`src/rtl/count_zero_seq_if.sv`:
```
// count_zero_seq_if: handshake bundle for the trailing-zero counter.
//   i_valid/i_ready/i_data : word input handshake (upstream -> block)
//   o_valid/o_ready        : result handshake (block -> downstream)
//   o_cnt                  : zeros below the lowest set bit, 0..DATA_W
//   o_zero                 : scanned word was all zeros
// master: the side that drives words in and accepts results.
// slave : the counter itself.
interface count_zero_seq_if #(
  parameter int DATA_W = 32
);
  localparam int CNT_W = $clog2(DATA_W + 1);

  logic              i_valid;
  logic              i_ready;
  logic [DATA_W-1:0] i_data;
  logic              o_valid;
  logic              o_ready;
  logic [CNT_W-1:0]  o_cnt;
  logic              o_zero;

  modport master (
    output i_valid, i_data, o_ready,
    input  i_ready, o_valid, o_cnt, o_zero
  );

  modport slave (
    input  i_valid, i_data, o_ready,
    output i_ready, o_valid, o_cnt, o_zero
  );
endinterface

```
`src/rtl/count_zero_seq.sv`:
```
// count_zero_seq: multi-cycle trailing-zero counter.
// Accepts a DATA_W-bit word, scans it one nibble per cycle from bit 0 and
// reports the number of zeros below the lowest set bit.
//   clk   : rising-edge clock
//   rst_n : asynchronous active-low reset
//   bus   : count_zero_seq_if.slave (word in, result out)
// Latency from accept is (index of first nonzero nibble + 1) cycles.
module count_zero_seq #(
  parameter int DATA_W = 32
) (
  input  logic            clk,
  input  logic            rst_n,
  count_zero_seq_if.slave bus
);

  localparam int CNT_W = $clog2(DATA_W + 1);
  localparam int NIB   = DATA_W / 4;
  localparam int IDX_W = (NIB > 1) ? $clog2(NIB) : 1;

  typedef enum logic [1:0] {
    IDLE,
    SCAN,
    DONE
  } state_t;

  state_t            state;
  state_t            state_nx;
  logic [DATA_W-1:0] shreg;
  logic [CNT_W-1:0]  total;
  logic [CNT_W-1:0]  cnt_q;
  logic [IDX_W-1:0]  idx;
  logic              zero_q;

  logic [2:0]        tz;
  logic              nib_nz;
  logic              last_nib;
  logic [CNT_W-1:0]  sum;

  // Per-nibble trailing-zero count of the current low nibble.
  always_comb begin
    tz = 3'd4;
    casez (shreg[3:0])
      4'b???1: tz = 3'd0;
      4'b??10: tz = 3'd1;
      4'b?100: tz = 3'd2;
      4'b1000: tz = 3'd3;
      default: tz = 3'd4;
    endcase
  end

  assign nib_nz   = |shreg[3:0];
  assign last_nib = (idx == IDX_W'(NIB - 1));
  assign sum      = total + CNT_W'(tz);

  always_ff @(posedge clk or negedge rst_n) begin
    if (!rst_n) state <= IDLE;
    else        state <= state_nx;
  end

  always_comb begin
    state_nx = state;
    case (state)
      IDLE: if (bus.i_valid)             state_nx = SCAN;
      SCAN: if (nib_nz || last_nib)      state_nx = DONE;
      DONE: if (bus.o_ready)             state_nx = IDLE;
      default:                           state_nx = IDLE;
    endcase
  end

  // Datapath: result registers are only written on scan completion, so they
  // stay frozen through DONE and keep their value after the handshake.
  always_ff @(posedge clk or negedge rst_n) begin
    if (!rst_n) begin
      shreg  <= '0;
      total  <= '0;
      idx    <= '0;
      cnt_q  <= '0;
      zero_q <= 1'b0;
    end else begin
      case (state)
        IDLE: begin
          if (bus.i_valid) begin
            shreg <= bus.i_data;
            total <= '0;
            idx   <= '0;
          end
        end
        SCAN: begin
          total <= sum;
          if (nib_nz) begin
            cnt_q  <= sum;
            zero_q <= 1'b0;
          end else if (last_nib) begin
            cnt_q  <= CNT_W'(DATA_W);
            zero_q <= 1'b1;
          end else begin
            shreg <= shreg >> 4;
            idx   <= idx + IDX_W'(1);
          end
        end
        default: ;
      endcase
    end
  end

  assign bus.i_ready = (state == IDLE);
  assign bus.o_valid = (state == DONE);
  assign bus.o_cnt   = cnt_q;
  assign bus.o_zero  = zero_q;

endmodule

```
`src/flat_wrapper.sv`:
```
// flat-port wrapper written by rule: the top's interface ports become plain ports
module count_zero_seq_flat 
#(
  parameter int DATA_W = 32
)
  (clk, rst_n, bus_i_valid, bus_i_data, bus_o_ready, bus_i_ready, bus_o_valid, bus_o_cnt, bus_o_zero);
  count_zero_seq_if #(.DATA_W(DATA_W)) bus_i ();
  input  logic clk;
  input  logic rst_n;
  input wire logic [$bits(bus_i.i_valid)-1:0] bus_i_valid;
  input wire logic [$bits(bus_i.i_data)-1:0] bus_i_data;
  input wire logic [$bits(bus_i.o_ready)-1:0] bus_o_ready;
  output wire logic [$bits(bus_i.i_ready)-1:0] bus_i_ready;
  output wire logic [$bits(bus_i.o_valid)-1:0] bus_o_valid;
  output wire logic [$bits(bus_i.o_cnt)-1:0] bus_o_cnt;
  output wire logic [$bits(bus_i.o_zero)-1:0] bus_o_zero;
  assign bus_i.i_valid = bus_i_valid;
  assign bus_i.i_data = bus_i_data;
  assign bus_i.o_ready = bus_o_ready;
  assign bus_i_ready = bus_i.i_ready;
  assign bus_o_valid = bus_i.o_valid;
  assign bus_o_cnt = bus_i.o_cnt;
  assign bus_o_zero = bus_i.o_zero;
  count_zero_seq #(.DATA_W(DATA_W)) u_core (.clk(clk), .rst_n(rst_n), .bus(bus_i));
endmodule
```
`config.mk`:
```
export PLATFORM = sky130hd
export DESIGN_NAME = count_zero_seq_flat
export DESIGN_NICKNAME = d
export VERILOG_FILES = /design/src/rtl/count_zero_seq_if.sv /design/src/rtl/count_zero_seq.sv /design/src/flat_wrapper.sv
export SDC_FILE = /design/constraint.sdc
export NUM_CORES = 1
export LEC_CHECK = 0
export BUFFER_PORTS_ARGS = -buffer_cell sky130_fd_sc_hd__buf_2
export CAP_MARGIN = 20
export CORE_MARGIN = 2
export CORE_UTILIZATION = 50
export CTS_CLUSTER_SIZE = 8
export DETAILED_ROUTE_END_ITERATION = 16
export PLACE_DENSITY_LB_ADDON = 0.05
export SYNTH_ARGS = -nofsm -noshare
export SYNTH_HDL_FRONTEND = slang
export SYNTH_SLANG_ARGS = --single-unit
```
`constraint.sdc`:
```
create_clock -name clk -period 2.4 [get_ports clk]
set_clock_uncertainty 0.2 [all_clocks]
set_input_delay 0.48 -clock clk [delete_from_list [all_inputs] [get_ports clk]]
set_output_delay 0.48 -clock clk [all_outputs]
set_load 0.005 [all_outputs]
```
==> results of run 1 <==
-- timing repair --
action | 4_1_cts | 5_1_grt
endpoints found under the setup margin | 1 | 4
pin swaps | 0 | 1
setup buffers | 0 | 0
resized for setup | 1 | 3
hold endpoints to repair | 18 | 0
hold buffers | 1 | 0
gates cloned | 0 | 0
-- final cells by class --
cell class                      count  area [um^2]  area share
Timing Repair Buffer               49          260      0.0893
Inverter                            6         30.0      0.0103
Sequential cell                    50         1250       0.429
Tap cell                           67         83.8      0.0288
Clock inverter                      1         5.00     0.00172
Multi-Input combinational cell    123         1200       0.411
Clock buffer                        7         86.3      0.0296
-- worst reg2reg max path, stage by stage (launching register included) --
cell      delay [ns]
dfrtp_1         0.41
or4_4           0.59
clkinv_4        0.09
ha_2            0.30
a21o_1          0.19
and4_1          0.19
a221o_1         0.26
-- worst paths after layout --
| check | startpoint | to | slack [ns] | cells past startpoint |
|---|---|---|---|---|
| setup / recovery | u_core.shreg[2] | u_core.bus.o_cnt[4] | 0.07 | 6 |
| hold / removal | bus_o_ready | u_core.state[1] | 0.17 | 2 |
| setup reg to reg | u_core.shreg[2] | u_core.bus.o_cnt[4] | 0.07 | 6 |
| hold reg to reg | u_core.bus.o_zero | u_core.bus.o_zero | 0.30 | 2 |
| max in group asynchronous | rst_n | u_core.shreg[20] | 0.92 | 3 |
| min in group asynchronous | rst_n | u_core.shreg[30] | 0.45 | 2 |
-- routing by layer --
metal,up-vias,track usage
met3,9,0.0469
met1,826,0.259
li1,786,-
met5,-,0
met2,38,0.322
met4,0,0.0955
-- stage by stage --
stage	cell area [um^2]	setup TNS, ns	hold WS (ns)
after detailed placement	2800	-0.0900	0.244
final	2910	0	0.166
after global routing	2910	0	0.185
after global placement	2800	0	0.233
after floorplan	2530	0	-0.0156
after CTS	2900	0	0.162
-- cell families after synthesis --
family | count (synthesis) | synth area share
adders and majority gates | 6 | 0.0326
muxes | 57 | 0.264
buffers and inverters | 14 | 0.0415
xor gates and xnor gates | 1 | 0.00346
and+or+nand+nor | 29 | 0.0706
DFF | 50 | 0.494
AOI/OAI and AO/OA | 30 | 0.0938
-- power by group --
| part | switching, W | internal (W) | total (W) | leakage, nW |
|---|---|---|---|---|
| Sequential | 0.000232 | 0.00119 | 0.00142 | 0.621 |
| Combinational | 0.000573 | 0.000753 | 0.00133 | 0.701 |
| Clock | 0.000271 | 0.000233 | 0.000504 | 0.0482 |
| Total | 0.00108 | 0.00217 | 0.00325 | 1.37 |
-- registers in the layout (all words and copies together) (netlist names) --
| name | count |
|---|---|
| u_core.bus.o_cnt | 6 |
| u_core.bus.o_zero | 1 |
| u_core.idx | 3 |
| u_core.shreg | 32 |
| u_core.state | 2 |
| u_core.total | 6 |
-- cell usage after synthesis (3+ instances only) --
cell      number  area [um^2]
nor2_1         6         22.5
dfrtp_1       50         1250
o211ai_1       4         30.0
ha_1           5         62.6
a21oi_1        3         15.0
inv_1          4         15.0
mux2_4         8          120
nand3_1        4         20.0
buf_2          4         20.0
o21ai_0        3         15.0
mux2_2        47          529
a22o_1        12          105
nand2_1        4         15.0
==> impl_metrics.env, run 1 <==
export IMPL_fmax_mhz=428
export IMPL_core_area_mm2=0.00482
export IMPL_synth_distinct_cells=39
export IMPL_worst_path_max_fanout=5
export IMPL_rsz0062_at_grt="no"
export IMPL_synth_nets=229
export IMPL_place_port_buffers=44
export IMPL_crit_slowest_cell="or4_4"
export IMPL_root_buffer="clkbuf_8"
export IMPL_grtUsageTotal=0.201
export IMPL_via_per_inst=5.48
export IMPL_wl_um=4960
export IMPL_die_area_mm2=0.00565
export IMPL_synth_edf_count=0
export IMPL_tightest_slew_ns=0.579
export IMPL_insertion_delay_ns=0.30
export IMPL_wl_met3_um=197
export IMPL_dr_wl_met2_um=2540
export IMPL_final_antenna_net_count=0
export IMPL_drive_gt1_frac=0.508
export IMPL_critical_path_n_buffers_inverters=1
export IMPL_end_kind="register"
export IMPL_slowest_delay_ns=0.59
export IMPL_period_minus_slack_ns=2.33
export IMPL_syn_instance_count=187
export IMPL_cts_buffers=5
export IMPL_setup_ws_ns=0.0659
export IMPL_power_density_mw_per_mm2=1120
export IMPL_worstSetupPathType="register to register"
export IMPL_status="completed"
export IMPL_utilization=0.605
export IMPL_rows=25
export IMPL_stdcell_count=303
export IMPL_syn_area_mm2=0.00253
export IMPL_dp_cells=294
export IMPL_slew_viol_final=0
export IMPL_final_common_cell="dfrtp_1"
export IMPL_cap_violations=0
export IMPL_yosysWarnings=0
export IMPL_finalSetupViolCount=0
export IMPL_vias=1659
export IMPL_nets=277
export IMPL_clkTransAtPathRegs_ns=0.09
export IMPL_hold_violations=0
export IMPL_syn_to_final_growth_pct=15.0
export IMPL_antenna_found_initial=0
export IMPL_top_layer="met4"
export IMPL_die_y_um=75.2
export IMPL_io_pins=45
export IMPL_first_pass_iters=4
export IMPL_ys_ff_latch=50
export IMPL_start_util=0.526
export IMPL_cp_top_family="simple AND/OR/NAND/NOR gates"
export IMPL_synth_ff_type="dfrtp_1"
export IMPL_avgRoutedWirePerCell_um=16.4
export IMPL_hold_class="input pin to register"
export IMPL_ys_async_sr_fraction=1.00
export IMPL_power_leakage_nw=1.37
export IMPL_final_cell_mix="dfrtp_1, mux2_2, buf_2"
export IMPL_dp_hpwl_um=3580
export IMPL_max_vdd_ir_drop_v=0.000481
export IMPL_cp_arrival_ns=2.33
export IMPL_diodes=0
export IMPL_grt_max_degree=30
export IMPL_fill_cells=420
export IMPL_synth_area_per_cell_um2=13.5
export IMPL_first_global_vias=1777
export IMPL_cts_tree="yes"
export IMPL_grt_first_pass_wirelength_um=8360
export IMPL_crit_required_ns=2.40
export IMPL_drc_errors=0
export IMPL_min_period_over_period=0.973
export IMPL_relSlewSlack=0.612
export IMPL_die_w_um=75.2
export IMPL_power_total_w=0.00325
export IMPL_gp_congestion=0.864
export IMPL_ys_seq_area_frac=0.494
export IMPL_clockBufferDepth=2
export IMPL_wl_met1_um=2140
export IMPL_path_cells="or4_4, clkinv_4, ha_2, a21o_1, and4_1, a221o_1"
export IMPL_place_ws_ns=-0.0900
export IMPL_htreeDepth=2
export IMPL_drt_iter0_drc=60
export IMPL_startpoint_type="register"
export IMPL_gr_total_overflow=0
export IMPL_cts_sinks=50
(Power assumes the default switching activity.)
==> inputs of run 2 (changes only) <==
Settings changed: CORE_ASPECT_RATIO set to 1.25, CTS_BUF_LIST set to sky130_fd_sc_hd__clkbuf_8 sky130_fd_sc_hd__clkbuf_16, PLACE_DENSITY set to 0.75, PLACE_DENSITY_LB_ADDON 0.05 to unset.
==> run 2 against run 1 <==
  * Global-route usage down 2.1 points
  * Setup slack better by 0.014 ns
  * Flip-flop and latch count unchanged
  * Critical path type unchanged
  * Largest power group unchanged
  * Highest routed layer unchanged
==> impl_metrics.env, run 2 (synthesis gave the netlist of run 1 again) <==
export IMPL_wl_um=4570
export IMPL_worst_path_max_fanout=5
export IMPL_path_cells="or4_4, clkinv_4, ha_2, a21o_1, and4_1, a221o_1"
export IMPL_crit_slowest_cell="or4_4"
export IMPL_cts_tree="yes"
export IMPL_gr_total_overflow=0
export IMPL_power_frac_clock=0.206
export IMPL_cell_internal_pwr_w=0.00244
export IMPL_place_port_buffers=44
export IMPL_setup_ws_ns=0.0799
export IMPL_via_per_inst=5.40
export IMPL_crit_required_ns=2.40
export IMPL_switchingPower_w=0.00108
export IMPL_rsz0062_at_grt="yes"
export IMPL_grt_busiest_layer="met1"
export IMPL_first_pass_iters=4
export IMPL_final_antenna_net_count=0
export IMPL_grtUsageTotal=0.180
export IMPL_core_area_mm2=0.00480
export IMPL_gp_congestion=0.818
export IMPL_fmax_mhz=431
export IMPL_vias=1620
export IMPL_slowest_delay_ns=0.59
export IMPL_final_common_cell="dfrtp_1"
export IMPL_first_global_vias=1586
export IMPL_largest_reg_flops=32
export IMPL_drt_iter0_drc=119
export IMPL_cp_arrival_ns=2.32
export IMPL_die_area_mm2=0.00566
export IMPL_pwr_share_comb=0.394
export IMPL_power_leakage_nw=1.42
export IMPL_nets=281
export IMPL_finalSetupViolCount=0
export IMPL_hold_class="input pin to register"
export IMPL_placed_cell_area_mm2=0.00285
export IMPL_cp_startpoint="u_core.shreg[1]"
export IMPL_diodes=0
export IMPL_min_period_over_period=0.967
export IMPL_status="completed"
export IMPL_grt_use_met3=0.0432
export IMPL_cap_violations=0
export IMPL_power_density_mw_per_mm2=1170
export IMPL_syn_to_final_growth_pct=19.1
export IMPL_tightest_slew_ns=0.547
export IMPL_die_w_um=67.7
export IMPL_r2r_start="u_core.shreg[1]"
export IMPL_met2_usage=0.258
export IMPL_cts_sinks=50
export IMPL_grt_first_pass_wirelength_um=7750
export IMPL_stdcell_area_mm2=0.00302
export IMPL_avgRoutedWirePerCell_um=15.2
export IMPL_cts_buffers=5
export IMPL_drc_errors=0
export IMPL_rows=28
export IMPL_top_register="u_core.shreg"
export IMPL_relSlewSlack=0.633
export IMPL_period_minus_slack_ns=2.32
export IMPL_hold_violations=0
export IMPL_worstSetupPathType="register to register"
export IMPL_slew_viol_final=0
export IMPL_io_pins=45
export IMPL_dp_hpwl_um=3130
export IMPL_place_ws_ns=-0.0233
export IMPL_max_vdd_ir_drop_v=0.000648
export IMPL_p_seq_frac=0.400
export IMPL_die_y_um=83.6
export IMPL_clockBufferDepth=2
export IMPL_antenna_found_initial=0
export IMPL_final_cell_mix="dfrtp_1, mux2_2, buf_2"
export IMPL_end_kind="register"
export IMPL_grt_util_met1=0.270
export IMPL_start_util=0.528
export IMPL_clkTransAtPathRegs_ns=0.09
export IMPL_hold_start="bus_o_ready"
export IMPL_insertion_delay_ns=0.30
export IMPL_startpoint_type="register"
export IMPL_root_buffer="clkbuf_8"
export IMPL_switching_share=0.306
export IMPL_htreeDepth=2
export IMPL_grt_max_degree=51
export IMPL_drive_gt1_frac=0.521
==> run 2: metrics by stage <==
stage | setup TNS, ns | hold WS [ns] | power [W] | util | cells
final | 0 | 0.192 | 0.00352 | 0.629 | 300
after floorplan | 0 | -0.0156 | 0.00246 | - | 187
after global placement | 0 | 0.277 | 0.00274 | 0.593 | 290
after detailed placement | -0.0233 | 0.283 | 0.00278 | 0.593 | 290
after CTS | 0 | 0.188 | 0.00352 | 0.626 | 299
after global routing | -0.0381 | 0.189 | 0.00376 | 0.629 | 300
==> run 2: final timing paths <==
kind	endpoint	depth (start not counted)	slack, ns
worst max-delay path	u_core.bus.o_cnt[4]	6	0.08
worst min-delay path	u_core.state[1]	2	0.19
worst max register to register	u_core.bus.o_cnt[4]	6	0.08
worst min register to register	u_core.shreg[31]	1	0.30
max in group asynchronous	u_core.bus.o_cnt[0]	3	1.28
min in group asynchronous	u_core.shreg[30]	3	0.49
==> run 2: worst max-delay path, delay by kind of cell, from the launching register on <==
kind,cells,cell delay (ns)
adder cells (fa/ha/maj),1,0.31
flip-flops,1,0.40
AND/OR/NAND/NOR,2,0.77
buffers and inverters,1,0.09
AO/OA/AOI/OAI,2,0.44
==> run 2: cell type report <==
| type | count | area, um^2 |
|---|---|---|
| Clock buffer | 6 | 82.6 |
| Timing Repair Buffer | 53 | 328 |
| Clock inverter | 2 | 60.1 |
| Sequential cell | 50 | 1250 |
| Inverter | 6 | 30.0 |
| Multi-Input combinational cell | 123 | 1190 |
| Fill cell | 365 | 1780 |
| Tap cell | 60 | 75.1 |
==> run 2: per-layer routing <==
metal  up-vias  wire, um
met5         -         0
met4         0        35
met3         4       211
met2        38      2140
met1       783      2180
li1        795         -
==> run 2: power by group through the flow <==
stage,logic [W],registers (W),clock network [W]
detailed placement,0.00136,0.00142,0
CTS,0.00138,0.00141,0.000738
finish,0.00139,0.00141,0.000727
global placement,0.00134,0.00141,0
global route,0.00153,0.00145,0.000773
floorplan,0.00111,0.00135,0
==> run 2: what timing repair did <==
| item | in CTS | in global routing |
|---|---|---|
| setup endpoints to repair | 1 | 2 |
| pin swaps | 0 | 2 |
| resized for setup | 1 | 2 |
| setup buffers | 0 | 1 |
| endpoints found under the hold margin | 50 | 0 |
| hold buffers | 1 | 0 |
==> inputs of run 3 (changes only) <==
Settings changed: PLACE_DENSITY 0.75 to 0.73.
Clock period 2.4 ns to 2.91 ns, I/O delays scaled along.
==> run 3 against run 2 <==
  * Die area did not move
  * Total power fell by 20%
  * Critical path depth fell by 1
  * Hold slack got worse by 0.14 ns
  * Final area fell by 2.9%
  * Routed wire length rose by 4.8%
  * Critical path type unchanged
  * Non-clock buffer count fell by 6
  * Global-route usage rose by 1.5 points
  * Combinational power fell by 24%
  * Maximum frequency fell by 8.1%
  * First-iteration DRC count fell by 39%
  * Register-to-register slack improved by 0.31 ns
  * Largest cell class unchanged
==> impl_metrics.env, run 3 (synthesis gave the netlist of run 1 again) <==
export IMPL_path_cells="nor3_1, ha_1, a211oi_1, o21ai_0, a32o_1"
export IMPL_largest_reg_flops=32
export IMPL_place_ws_ns=0.386
export IMPL_fmax_mhz=396
export IMPL_hold_violations=0
export IMPL_wl_um=4790
export IMPL_gr_total_overflow=0
export IMPL_diodes=0
export IMPL_drc_errors=0
export IMPL_crit_required_ns=2.91
export IMPL_finalSetupViolCount=0
export IMPL_fill_cells=390
export IMPL_power_total_w=0.00282
export IMPL_insertion_delay_ns=0.31
export IMPL_clockBufferDepth=2
export IMPL_drive_gt1_frac=0.500
export IMPL_p_seq_frac=0.416
export IMPL_htreeDepth=2
export IMPL_cp_arrival_ns=2.52
export IMPL_pwr_share_comb=0.377
export IMPL_cell_internal_pwr_w=0.00193
export IMPL_cts_buffers=5
export IMPL_power_frac_clock=0.207
export IMPL_final_common_cell="dfrtp_1"
export IMPL_rsz0062_at_grt="no"
export IMPL_die_w_um=67.7
export IMPL_cts_hold_buf=0
export IMPL_die_y_um=83.6
export IMPL_cap_violations=0
export IMPL_clkTransAtPathRegs_ns=0.10
export IMPL_grtUsageTotal=0.195
export IMPL_relSlewSlack=0.550
export IMPL_avgRoutedWirePerCell_um=16.3
export IMPL_io_pins=45
export IMPL_tightest_slew_ns=0.670
export IMPL_cts_sinks=50
export IMPL_worstSetupPathType="register to register"
export IMPL_period_minus_slack_ns=2.52
export IMPL_final_antenna_net_count=0
export IMPL_dp_hpwl_um=3410
export IMPL_syn_to_final_growth_pct=15.6
export IMPL_gp_congestion=0.856
export IMPL_root_buffer="clkbuf_8"
export IMPL_via_per_inst=5.57
export IMPL_end_kind="register"
export IMPL_max_vdd_ir_drop_v=0.000476
export IMPL_die_area_mm2=0.00566
export IMPL_multi_input_area_mm2=0.00118
export IMPL_final_seq_area_mm2=0.00125
export IMPL_worst_path_max_fanout=8
export IMPL_startpoint_type="register"
export IMPL_min_period_over_period=0.868
export IMPL_final_cell_mix="dfrtp_1, mux2_2, buf_2"
export IMPL_switchingPower_w=0.000887
export IMPL_grt_max_degree=30
export IMPL_cts_tree="yes"
export IMPL_top_register="u_core.shreg"
export IMPL_place_port_buffers=44
export IMPL_first_pass_iters=5
export IMPL_core_area_mm2=0.00480
export IMPL_start_util=0.528
export IMPL_vias=1638
export IMPL_drt_iter0_drc=72
export IMPL_slowest_delay_ns=0.60
export IMPL_nets=275
export IMPL_power_density_mw_per_mm2=962
export IMPL_rows=28
export IMPL_ctsResizeCount=0
export IMPL_grt_first_pass_wirelength_um=8320
export IMPL_finalSetupTns_ns=0
export IMPL_setup_ws_ns=0.385
export IMPL_post_cts_buffers=0
export IMPL_status="completed"
export IMPL_first_global_vias=1691
export IMPL_hold_class="input pin to async pin"
export IMPL_crit_slowest_cell="a211oi_1"
export IMPL_antenna_found_initial=0
export IMPL_switching_share=0.315
export IMPL_power_leakage_nw=1.39
export IMPL_slew_viol_final=0
==> run 3: changes by cell type in the layout (fill, tap and decap cells not counted) <==
cell,previous run,this run
buf_4,5,2
buf_12,3,1
a211oi_1,0,1
a211oi_2,1,0
clkbuf_8,6,5
clkinv_4,1,2
dlygate4sd3_1,1,0
fa_1,0,1
fa_2,1,0
ha_1,4,5
ha_2,1,0
==> run 3: layout make-up <==
class                   count  share of cell area
clock buffers               5              0.0235
clock inverters             3              0.0235
multi-input cells         123               0.403
well taps                  60              0.0256
repair buffers             47              0.0871
flip-flops and latches     50               0.427
inverters                   6              0.0103
==> run 3: final timing paths <==
check	cells after the start	start	endpoint	slack, ns
setup / recovery	5	u_core.shreg[1]	u_core.bus.o_cnt[3]	0.39
hold / removal	1	rst_n	u_core.state[1]	0.06
setup reg to reg	5	u_core.shreg[1]	u_core.bus.o_cnt[3]	0.39
hold reg to reg	1	u_core.bus.o_cnt[1]	u_core.bus.o_cnt[1]	0.31
max in group asynchronous	2	rst_n	u_core.shreg[21]	1.91
min in group clk	2	bus_o_ready	u_core.state[1]	0.27
==> run 3: power by group through the flow <==
stage / clock network [W] / logic [W] / registers (W)
5_1_grt: 0.000635 / 0.00118 / 0.00121
2_1_floorplan: 0 / 0.000915 / 0.00112
3_5_place_dp: 0 / 0.00107 / 0.00118
6_report: 0.000584 / 0.00106 / 0.00117
3_3_place_gp: 0 / 0.00105 / 0.00117
4_1_cts: 0.000604 / 0.00108 / 0.00117
==> run 3: routing by layer <==
layer  share of wire  track usage  vias up  wire, um
met1            0.44        0.266      800      2090
met5               0            0        -         0
met3           0.051       0.0486        8       244
met2            0.50        0.297       51      2380
li1                -            -      779         -
met4           0.015       0.0705        0        72
==> run 3: through the flow <==
stage	instance area, um^2	utilization	hold WS, ns	cells
after floorplan	2530	-	0.0864	187
after detailed placement	2790	0.582	0.282	286
after global routing	2930	0.610	0.0808	294
final	2930	0.610	0.0562	294
after CTS	2930	0.610	0.0676	294
after global placement	2790	0.582	0.273	286
==> run 3: critical path: cells and delay by family, from the launching register on <==
family          cells  cell delay, ns
simple gates        1            0.36
compound gates      3            1.13
flops               1            0.42
fa+ha+maj           1            0.31
